File: src/rtl/bpu_pkg.sv
// rtl/bpu_pkg.sv - shared BTB entry type and saturating-counter helpers
package bpu_pkg;

  // Entries are stored at the widest legal tag/counter width; the BTB uses the low bits.
  localparam int unsigned TAG_W_MAX = 30;
  localparam int unsigned CNT_W_MAX = 8;

  typedef struct packed {
    logic                 valid;
    logic [TAG_W_MAX-1:0] tag;
    logic                 is_jmp;
    logic [31:0]          target;
    logic [CNT_W_MAX-1:0] cnt;
  } btb_entry_t;

  // All-ones value of a w-bit counter.
  function automatic logic [CNT_W_MAX-1:0] cnt_max(input int unsigned w);
    return CNT_W_MAX'((9'(1) << w) - 9'(1));
  endfunction

  // Weakly taken: MSB set, other bits clear.
  function automatic logic [CNT_W_MAX-1:0] cnt_weak_t(input int unsigned w);
    return CNT_W_MAX'(9'(1) << (w - 1));
  endfunction

  // Weakly not taken: MSB clear, other bits set.
  function automatic logic [CNT_W_MAX-1:0] cnt_weak_nt(input int unsigned w);
    return cnt_weak_t(w) - CNT_W_MAX'(1);
  endfunction

  // One saturating step of a w-bit counter towards taken or not taken.
  function automatic logic [CNT_W_MAX-1:0] sat_cnt_next(input logic [CNT_W_MAX-1:0] cnt,
                                                        input logic taken,
                                                        input int unsigned w);
    logic [CNT_W_MAX-1:0] nxt;
    nxt = cnt;
    if (taken) begin
      if (cnt != cnt_max(w)) nxt = cnt + CNT_W_MAX'(1);
    end else begin
      if (cnt != '0) nxt = cnt - CNT_W_MAX'(1);
    end
    return nxt;
  endfunction

endpackage

File: src/rtl/bpu_sat_cnt.sv
// rtl/bpu_sat_cnt.sv - single saturating history counter step
module bpu_sat_cnt
  import bpu_pkg::*;
#(
  parameter int unsigned CNT_W = 2
) (
  input  logic [CNT_W-1:0] cnt,
  input  logic             taken,
  output logic [CNT_W-1:0] cnt_next
);

  // Counter width is at most CNT_W_MAX, so widening then narrowing is lossless.
  assign cnt_next = CNT_W'(sat_cnt_next(CNT_W_MAX'(cnt), taken, CNT_W));

endmodule

File: src/rtl/bpu_btb.sv
// rtl/bpu_btb.sv - direct-mapped BTB with saturating-counter predictor (optional stats: BPU_STATS_EN)
module bpu_btb
  import bpu_pkg::*;
#(
  parameter int unsigned ENTRIES = 16,
  parameter int unsigned TAG_W   = 8,
  parameter int unsigned CNT_W   = 2
) (
  input  logic        i_clk,
  input  logic        i_rst_n,
  input  logic [31:0] i_if_pc,
  output logic        o_pred_taken,
  output logic [31:0] o_pred_target,
  input  logic        i_ex_upd_vld,
  input  logic [31:0] i_ex_pc,
  input  logic        i_ex_is_jmp,
  input  logic        i_ex_taken,
  input  logic [31:0] i_ex_target,
  input  logic        i_ex_pred_taken,
  input  logic [31:0] i_ex_pred_target,
  output logic        o_mispred,
  output logic [31:0] o_redirect_pc
`ifdef BPU_STATS_EN
  ,
  output logic [31:0] o_br_cnt,
  output logic [31:0] o_mispred_cnt
`endif
);

  localparam int unsigned IDX_W = $clog2(ENTRIES);
  localparam logic [CNT_W-1:0] CNT_WEAK_T  = CNT_W'(cnt_weak_t(CNT_W));
  localparam logic [CNT_W-1:0] CNT_WEAK_NT = CNT_W'(cnt_weak_nt(CNT_W));

  btb_entry_t tbl [ENTRIES];

  logic [IDX_W-1:0] if_idx;
  logic [IDX_W-1:0] ex_idx;
  logic [TAG_W-1:0] if_tag;
  logic [TAG_W-1:0] ex_tag;
  btb_entry_t       lk_entry;
  btb_entry_t       up_entry;
  logic             lk_hit;
  logic             up_hit;
  logic [CNT_W-1:0] cnt_upd;
  logic             dir_wrong;
  logic             tgt_wrong;
  logic             unused_fields;

  assign if_idx = i_if_pc[IDX_W+1:2];
  assign if_tag = i_if_pc[IDX_W+TAG_W+1:IDX_W+2];
  assign ex_idx = i_ex_pc[IDX_W+1:2];
  assign ex_tag = i_ex_pc[IDX_W+TAG_W+1:IDX_W+2];

  // Both ports read registered state, so a same-index update shows up one cycle later.
  assign lk_entry = tbl[if_idx];
  assign up_entry = tbl[ex_idx];

  // Stored fields are wider than the configured tag/counter; the upper bits stay zero.
  assign unused_fields = ^{lk_entry.tag, lk_entry.cnt, up_entry.tag, up_entry.cnt,
                           up_entry.is_jmp, up_entry.target};

  // Fetch-side lookup: taken on a hit that is a jump or has the counter MSB set.
  always_comb begin
    lk_hit        = lk_entry.valid && (lk_entry.tag[TAG_W-1:0] == if_tag);
    o_pred_taken  = lk_hit && (lk_entry.is_jmp || lk_entry.cnt[CNT_W-1]);
    o_pred_target = o_pred_taken ? lk_entry.target : i_if_pc + 32'd4;
  end

  // EX-side check of the carried prediction against the resolved outcome.
  always_comb begin
    dir_wrong     = i_ex_taken != i_ex_pred_taken;
    tgt_wrong     = i_ex_taken && i_ex_pred_taken && (i_ex_target != i_ex_pred_target);
    o_mispred     = i_ex_upd_vld && (dir_wrong || tgt_wrong);
    o_redirect_pc = i_ex_taken ? i_ex_target : i_ex_pc + 32'd4;
    up_hit        = up_entry.valid && (up_entry.tag[TAG_W-1:0] == ex_tag);
  end

  bpu_sat_cnt #(
    .CNT_W(CNT_W)
  ) u_upd_cnt (
    .cnt     (up_entry.cnt[CNT_W-1:0]),
    .taken   (i_ex_taken),
    .cnt_next(cnt_upd)
  );

  // Table update: train on hit, allocate on taken miss, reset clears everything.
  always_ff @(posedge i_clk) begin
    if (!i_rst_n) begin
      for (int i = 0; i < int'(ENTRIES); i++) begin
        tbl[i] <= '{valid: 1'b0, tag: '0, is_jmp: 1'b0, target: '0,
                    cnt: CNT_W_MAX'(CNT_WEAK_NT)};
      end
    end else if (i_ex_upd_vld) begin
      if (up_hit) begin
        tbl[ex_idx].cnt <= CNT_W_MAX'(cnt_upd);
        if (i_ex_taken) begin
          tbl[ex_idx].target <= i_ex_target;
          tbl[ex_idx].is_jmp <= i_ex_is_jmp;
        end
      end else if (i_ex_taken) begin
        tbl[ex_idx] <= '{valid: 1'b1, tag: TAG_W_MAX'(ex_tag), is_jmp: i_ex_is_jmp,
                         target: i_ex_target, cnt: CNT_W_MAX'(CNT_WEAK_T)};
      end
    end
  end

`ifdef BPU_STATS_EN
  // Resolved-branch and mispredict event counters, wrapping modulo 2^32.
  always_ff @(posedge i_clk) begin
    if (!i_rst_n) begin
      o_br_cnt      <= '0;
      o_mispred_cnt <= '0;
    end else begin
      if (i_ex_upd_vld) o_br_cnt <= o_br_cnt + 32'd1;
      if (o_mispred) o_mispred_cnt <= o_mispred_cnt + 32'd1;
    end
  end
`endif

endmodule

File: config.mk
export PLATFORM = sky130hd
export DESIGN_NAME = bpu_btb
export DESIGN_NICKNAME = d
export VERILOG_FILES = /design/src/rtl/bpu_pkg.sv /design/src/rtl/bpu_sat_cnt.sv /design/src/rtl/bpu_btb.sv
export SDC_FILE = /design/constraint.sdc
export NUM_CORES = 1
export LEC_CHECK = 0
export CELL_PAD_IN_SITES_DETAIL_PLACEMENT = 0
export CELL_PAD_IN_SITES_GLOBAL_PLACEMENT = 1
export CORE_ASPECT_RATIO = 1.1
export CORE_MARGIN = 3
export CORE_UTILIZATION = 39
export CTS_CLUSTER_SIZE = 24
export DETAILED_ROUTE_END_ITERATION = 10
export GPL_TIMING_DRIVEN = 1
export PLACE_DENSITY = 0.74
export SETUP_SLACK_MARGIN = 0.4
export SYNTH_ARGS = -nofsm -noshare
export SYNTH_HDL_FRONTEND = slang
export SYNTH_SLANG_ARGS = --single-unit
File: constraint.sdc
create_clock -name i_clk -period 4.63 [get_ports i_clk]
set_input_delay 0.463 -clock i_clk [delete_from_list [all_inputs] [get_ports i_clk]]
set_output_delay 0.463 -clock i_clk [all_outputs]
set_load 0.005 [all_outputs]
# Word level (Yosys, flattened, before mapping)
# Memories as Yosys holds them, arrays and structs flattened.
# Cells that the tools add are included.
[totals] ff_bits=0 mem_bits_rw=704 inputBits=134 output_inout_bits=66 wordCells=46 n_memories=1
[op_classes] n_addsub=4 eq_ne=5 muxes=24 bitwise=2 n_reduce_logical=10
[memory_table] memory="tbl" words=16 word_bits=44 read_ports=2 rd_ports_with_merged_regs=0 wr=16 line="bpu_btb.sv:34" rtl="btb_entry_t tbl [ENTRIES];"
[op_table] op="32-bit by 3-bit adder with 32-bit output, second input constant" count=2
[op_table] op="32-bit two-way mux" count=2
[op_table] op="44-bit two-way mux" count=1
[op_table] op="44-bit OR reduction" count=1
[op_table] op="33-bit two-way mux" count=1
[op_table] op="32-bit inequality test" count=1
[op_table] op="8-bit == test" count=2
[op_table] op="1-bit two-way mux" count=14
[op_table] op="2-bit two-way mux" count=4
[op_table] op="1-bit logical AND" count=6
[op_table] op="4-bit two-way mux" count=1
[op_table] op="3-bit two-way mux" count=1
[op_table] op="2-bit by 1-bit adder with 2-bit output, second input constant" count=1
[op_table] op="1-bit logical OR" count=2
[op_table] op="2-bit inequality test, second input constant" count=1
[op_table] op="1-bit bitwise OR" count=2
[op_table] op="2-bit nonzero test" count=1
[op_table] op="2-bit by 1-bit subtractor with 2-bit output, second input constant" count=1
[op_table] op="1-bit inequality test" count=1

# Logic depth before layout (Yosys ltp)
# An unclocked memory read counts as a cell.
[logic_depth] word_depth=10 mapped_depth=13

# Modules after synthesis
# From an unflattened synthesis, not the netlist that was laid out.
[unflattened] cells_unflattened=2465 hier_area_um2=35666.7
[modules_own_cells] module="bpu_btb" instances=1 cells_each=2462 area_each_um2=35640.4 seq_area_each_um2=20980.1
[modules_own_cells] module="bpu_sat_cnt" instances=1 cells_each=3 area_each_um2=26.3 seq_area_each_um2=0.0

# Worst setup path after synthesis
# Ideal clock, no wire load.
[synth_timing] path_kind="input to register" start="input port i_ex_pc[5]" end="memory tbl[10][10] (netlist name) (enable)" setup_time_ps=469 t_arrival_ps=4290 required_ps=4161 path_slack_ps=-129 stages=7 path_cell_list="buf_2 > buf_1 > buf_1 > nand2b_1 > clkbuf_1 > buf_1 > o21ai_0"
[synth_rtl] item="from (decl)" line="bpu_btb.sv:15" rtl="input logic [31:0] i_ex_pc,"
[synth_rtl] item="to (decl)" line="bpu_btb.sv:34"

==> key figures <==
Synthesis
  – Synth warn: 0
  – Top-area cell type share of the netlist area: 58.37%
  – Synth Cell Area: 35400 sq um
  – Synth area leader: edfxtp_1
  – EDFF count, synth: 688
  – Syn Area/Cell: 14.48 sq um
  – Syn_nets: 2585
  – Largest cells by area after synthesis: edfxtp_1 58%, mux4_2 14%, and2_1 9.4%, and3_1 2.5%, clkbuf_1 1.9%
  – Ys async rst share: 0%
  – Yosys reg bits: slightly above 700
  – Seq/Total Area, Yosys: 59.27%
  – Ys flop type: edfxtp_1
  – Synth cell types: 52
  – Cells after synthesis: roughly 2400

Clocking
  – Clock buffer depth: 3
  – CTS sink count: 704
  – TritonCTS Buffers: a little over 70
  – Clock transition at path regs: 0.07 ns
  – CTS root buf: clkbuf_16
  – Worst-skew pair later-pin latency: 0.62 ns
  – Htree depth: 3
  – CTS tree: done
  – Hold_buf cts: 0

Cells and area
  – Reg with most FFs: tbl
  – Max FFs per register: 704
  – Final Net Count: 2757
  – Most frequent cells in the layout: 688 x edfxtp_1, 530 x and2_1, 226 x mux4_2
  – Share of cells above drive strength 1: 21.07%
  – Commonest non-fill, non-tap cell in the layout: edfxtp_1
  – Area Overhead vs Synth: 17.33%
  – Top Registers: tbl x704

Routing
  – Routed Antenna Nets: 0
  – 1st-iter DRT viols: 2634
  – Vias per std cell: 5.880
  – DR pass1 iterations: 5
  – Routed WL: 114000 um
  – Via count: 22595
  – WL/cell: 29.67 um
  – DRC viols: 0

Timing
  – Final TNS setup: 0 ns
  – Clk_skew: 0.01806 ns
  – Final Max Tran Viols: 0
  – Final hold vios: 0
  – Fmax: 231.8 MHz
  – Minimum clock period: 4.315 ns
  – RSZ-0062 raised after global routing: yes
  – Period utilization: 93.19%
  – Setup violators final: 0
  – Slew headroom: between 10% and 20%
  – Worst Tran Pin Value: 1.251 ns

Floorplanning
  – Die width: 293.2 um
  – Die area: 94420 sq um
  – Core footprint: 89640 sq um
  – IO Count: 200
  – Initial Utilization: 39.49%
  – Rows: 115
  – Chip Height: around 320 um

Place
  – Estimated wirelength of the detail-placed design: roughly 71000 um
  – Routability cong.: around 0.9
  – # port buffers: ~200

Min path
  – Hold endpoint: tbl[2][43]
  – Hold Crit Depth: 2
  – Hold Crit Class: register to register
  – Hold Crit Start: tbl[2][43]

Pwr
  – Leakage power: 0.01457 uW
  – Pwr dens: 352.3 nW/um^2
  – Final Total Pwr: around 15000 uW
  – VDD IR max: 245.1 uV

Setup path
  – Crit path max fanout: 17
  – Setup CP Type: register to primary output
  – Reg2reg setup slack: 1.06 ns
  – Worst EP arrival: 3.85 ns
  – CP Launch Type: register
  – CP Capture Type: primary output
  – Worst R2R End: tbl[12][1]
  – Worst Reg-to-Reg Cells: 8
  – CP required: between 4 and 5 ns
  – R2r startpoint: tbl[15][42]

Job
  – Max_cap viols: 0

Global routing
  – Vias in the first global route: 23306
  – Largest net degree at the start of global routing: between 100 and 150
  – Antenna violations before repair: 5
  – GRT Total Usage: ~24%
  – Grt ovf: 0
  – Global-route wire length before repair: between 150000 and 200000 um

Run status
  – Status: finished, final reports clean
-- logic make-up after synthesis --
kind of cell / count (synthesis) / synth area share [%]
adders and majority gates: 7 / 0.2404
AOI/OAI and AO/OA: 155 / 2.849
DFF: 704 / 59.27
and+or+nand+nor: 919 / 15.24
buffers and inverters: 241 / 2.803
muxes: 309 / 16.88
xor gates and xnor gates: 110 / 2.722
-- cell usage after synthesis (all sizes together) (2+ instances only) --
library cell	number
a22oi	4
or3	2
mux4	226
clkbuf	181
edfxtp	688
and3	142
dfxtp	16
inv	8
buf	52
nand2b	12
nand4	23
a211oi	4
nor2b	8
xor2	38
a21o	10
nor3b	4
nor4	2
mux2	42
and4	2
o22ai	4
a21oi	5
nand2	90
nor3	13
nor2	48
mux2i	41
o21ai	75
nand3	39
o211ai	9
a22o	5
a221oi	9
ha	6
xnor2	72
and2	531
o31ai	27
-- power by group --
part           total, uW  internal, uW  switching [uW]
Clock               5570          3090            2490
Sequential          7440          7320             114
Combinational       1620           728             893
-- worst max-delay path, cell delays in order, from the launching register on --
cell	delay, ns
edfxtp_1	0.40
mux4_2	0.52
mux4_2	0.55
xor2_1	0.18
nand2b_1	0.17
nor4b_2	0.27
nand2_2	0.15
buf_12	0.20
mux2_2	0.28
clkdlybuf4s50_1	0.51
-- timing repair --
item	CTS	global route
resized for setup	10	3
setup endpoints to repair	32	33
buffers inserted	0	1
-- worst max-delay path by stage --
| stage | to | slack, ns | startpoint | cells after the start |
|---|---|---|---|---|
| 5_1_grt | o_pred_target[25] | 0.24 | tbl[15][41] | 9 |
| 3_5_place_dp | o_pred_target[13] | 0.27 | i_if_pc[2] | 11 |
| 3_3_place_gp | o_pred_target[13] | 0.30 | i_if_pc[2] | 11 |
| 6_report | o_pred_target[6] | 0.32 | tbl[15][41] | 9 |
| 2_1_floorplan | tbl[10][10] | -0.13 | i_ex_pc[5] | 7 |
| 4_1_cts | o_pred_target[25] | 0.31 | tbl[15][41] | 9 |
-- metal layers --
layer / share of wire, % / wire length, um / track usage, % / vias to the layer above
met1: 39 / 45000 / 32.08 / 11689
met4: 3.3 / 3805 / 8.640 / 0
li1: - / - / - / 9508
met3: 8.5 / 9713 / 4.496 / 202
met2: 49 / 55510 / 39.76 / 1196
met5: 0 / 0 / 0 / -
-- final cells by class --
cell class / instances / area [sq um]
Fill cell: 7774 / 48110
Multi-Input combinational cell: 1500 / 13670
Clock buffer: 95 / 1939
Inverter: 8 / 30.03
Antenna cell: 1 / 2.502
Sequential cell: 704 / 20980
Tap cell: 1170 / 1464
Timing Repair Buffer: 331 / 3162
Clock inverter: 34 / 277.8
-- per-stage QoR --
stage	std cells	area, sq um	setup WS [ns]	util [%]	hold WS [ns]
CTS	3841	41510	0.3074	46.30	0.4928
global route	3842	41530	0.2354	46.33	0.5129
detailed placement	3712	39250	0.2691	43.79	0.4773
floorplan	2445	35400	-0.1289	-	0.4359
global placement	3712	39250	0.2972	43.79	0.4635
finish	3843	41530	0.3154	46.33	0.4968
Note: power is estimated with default switching activity, not from simulation.
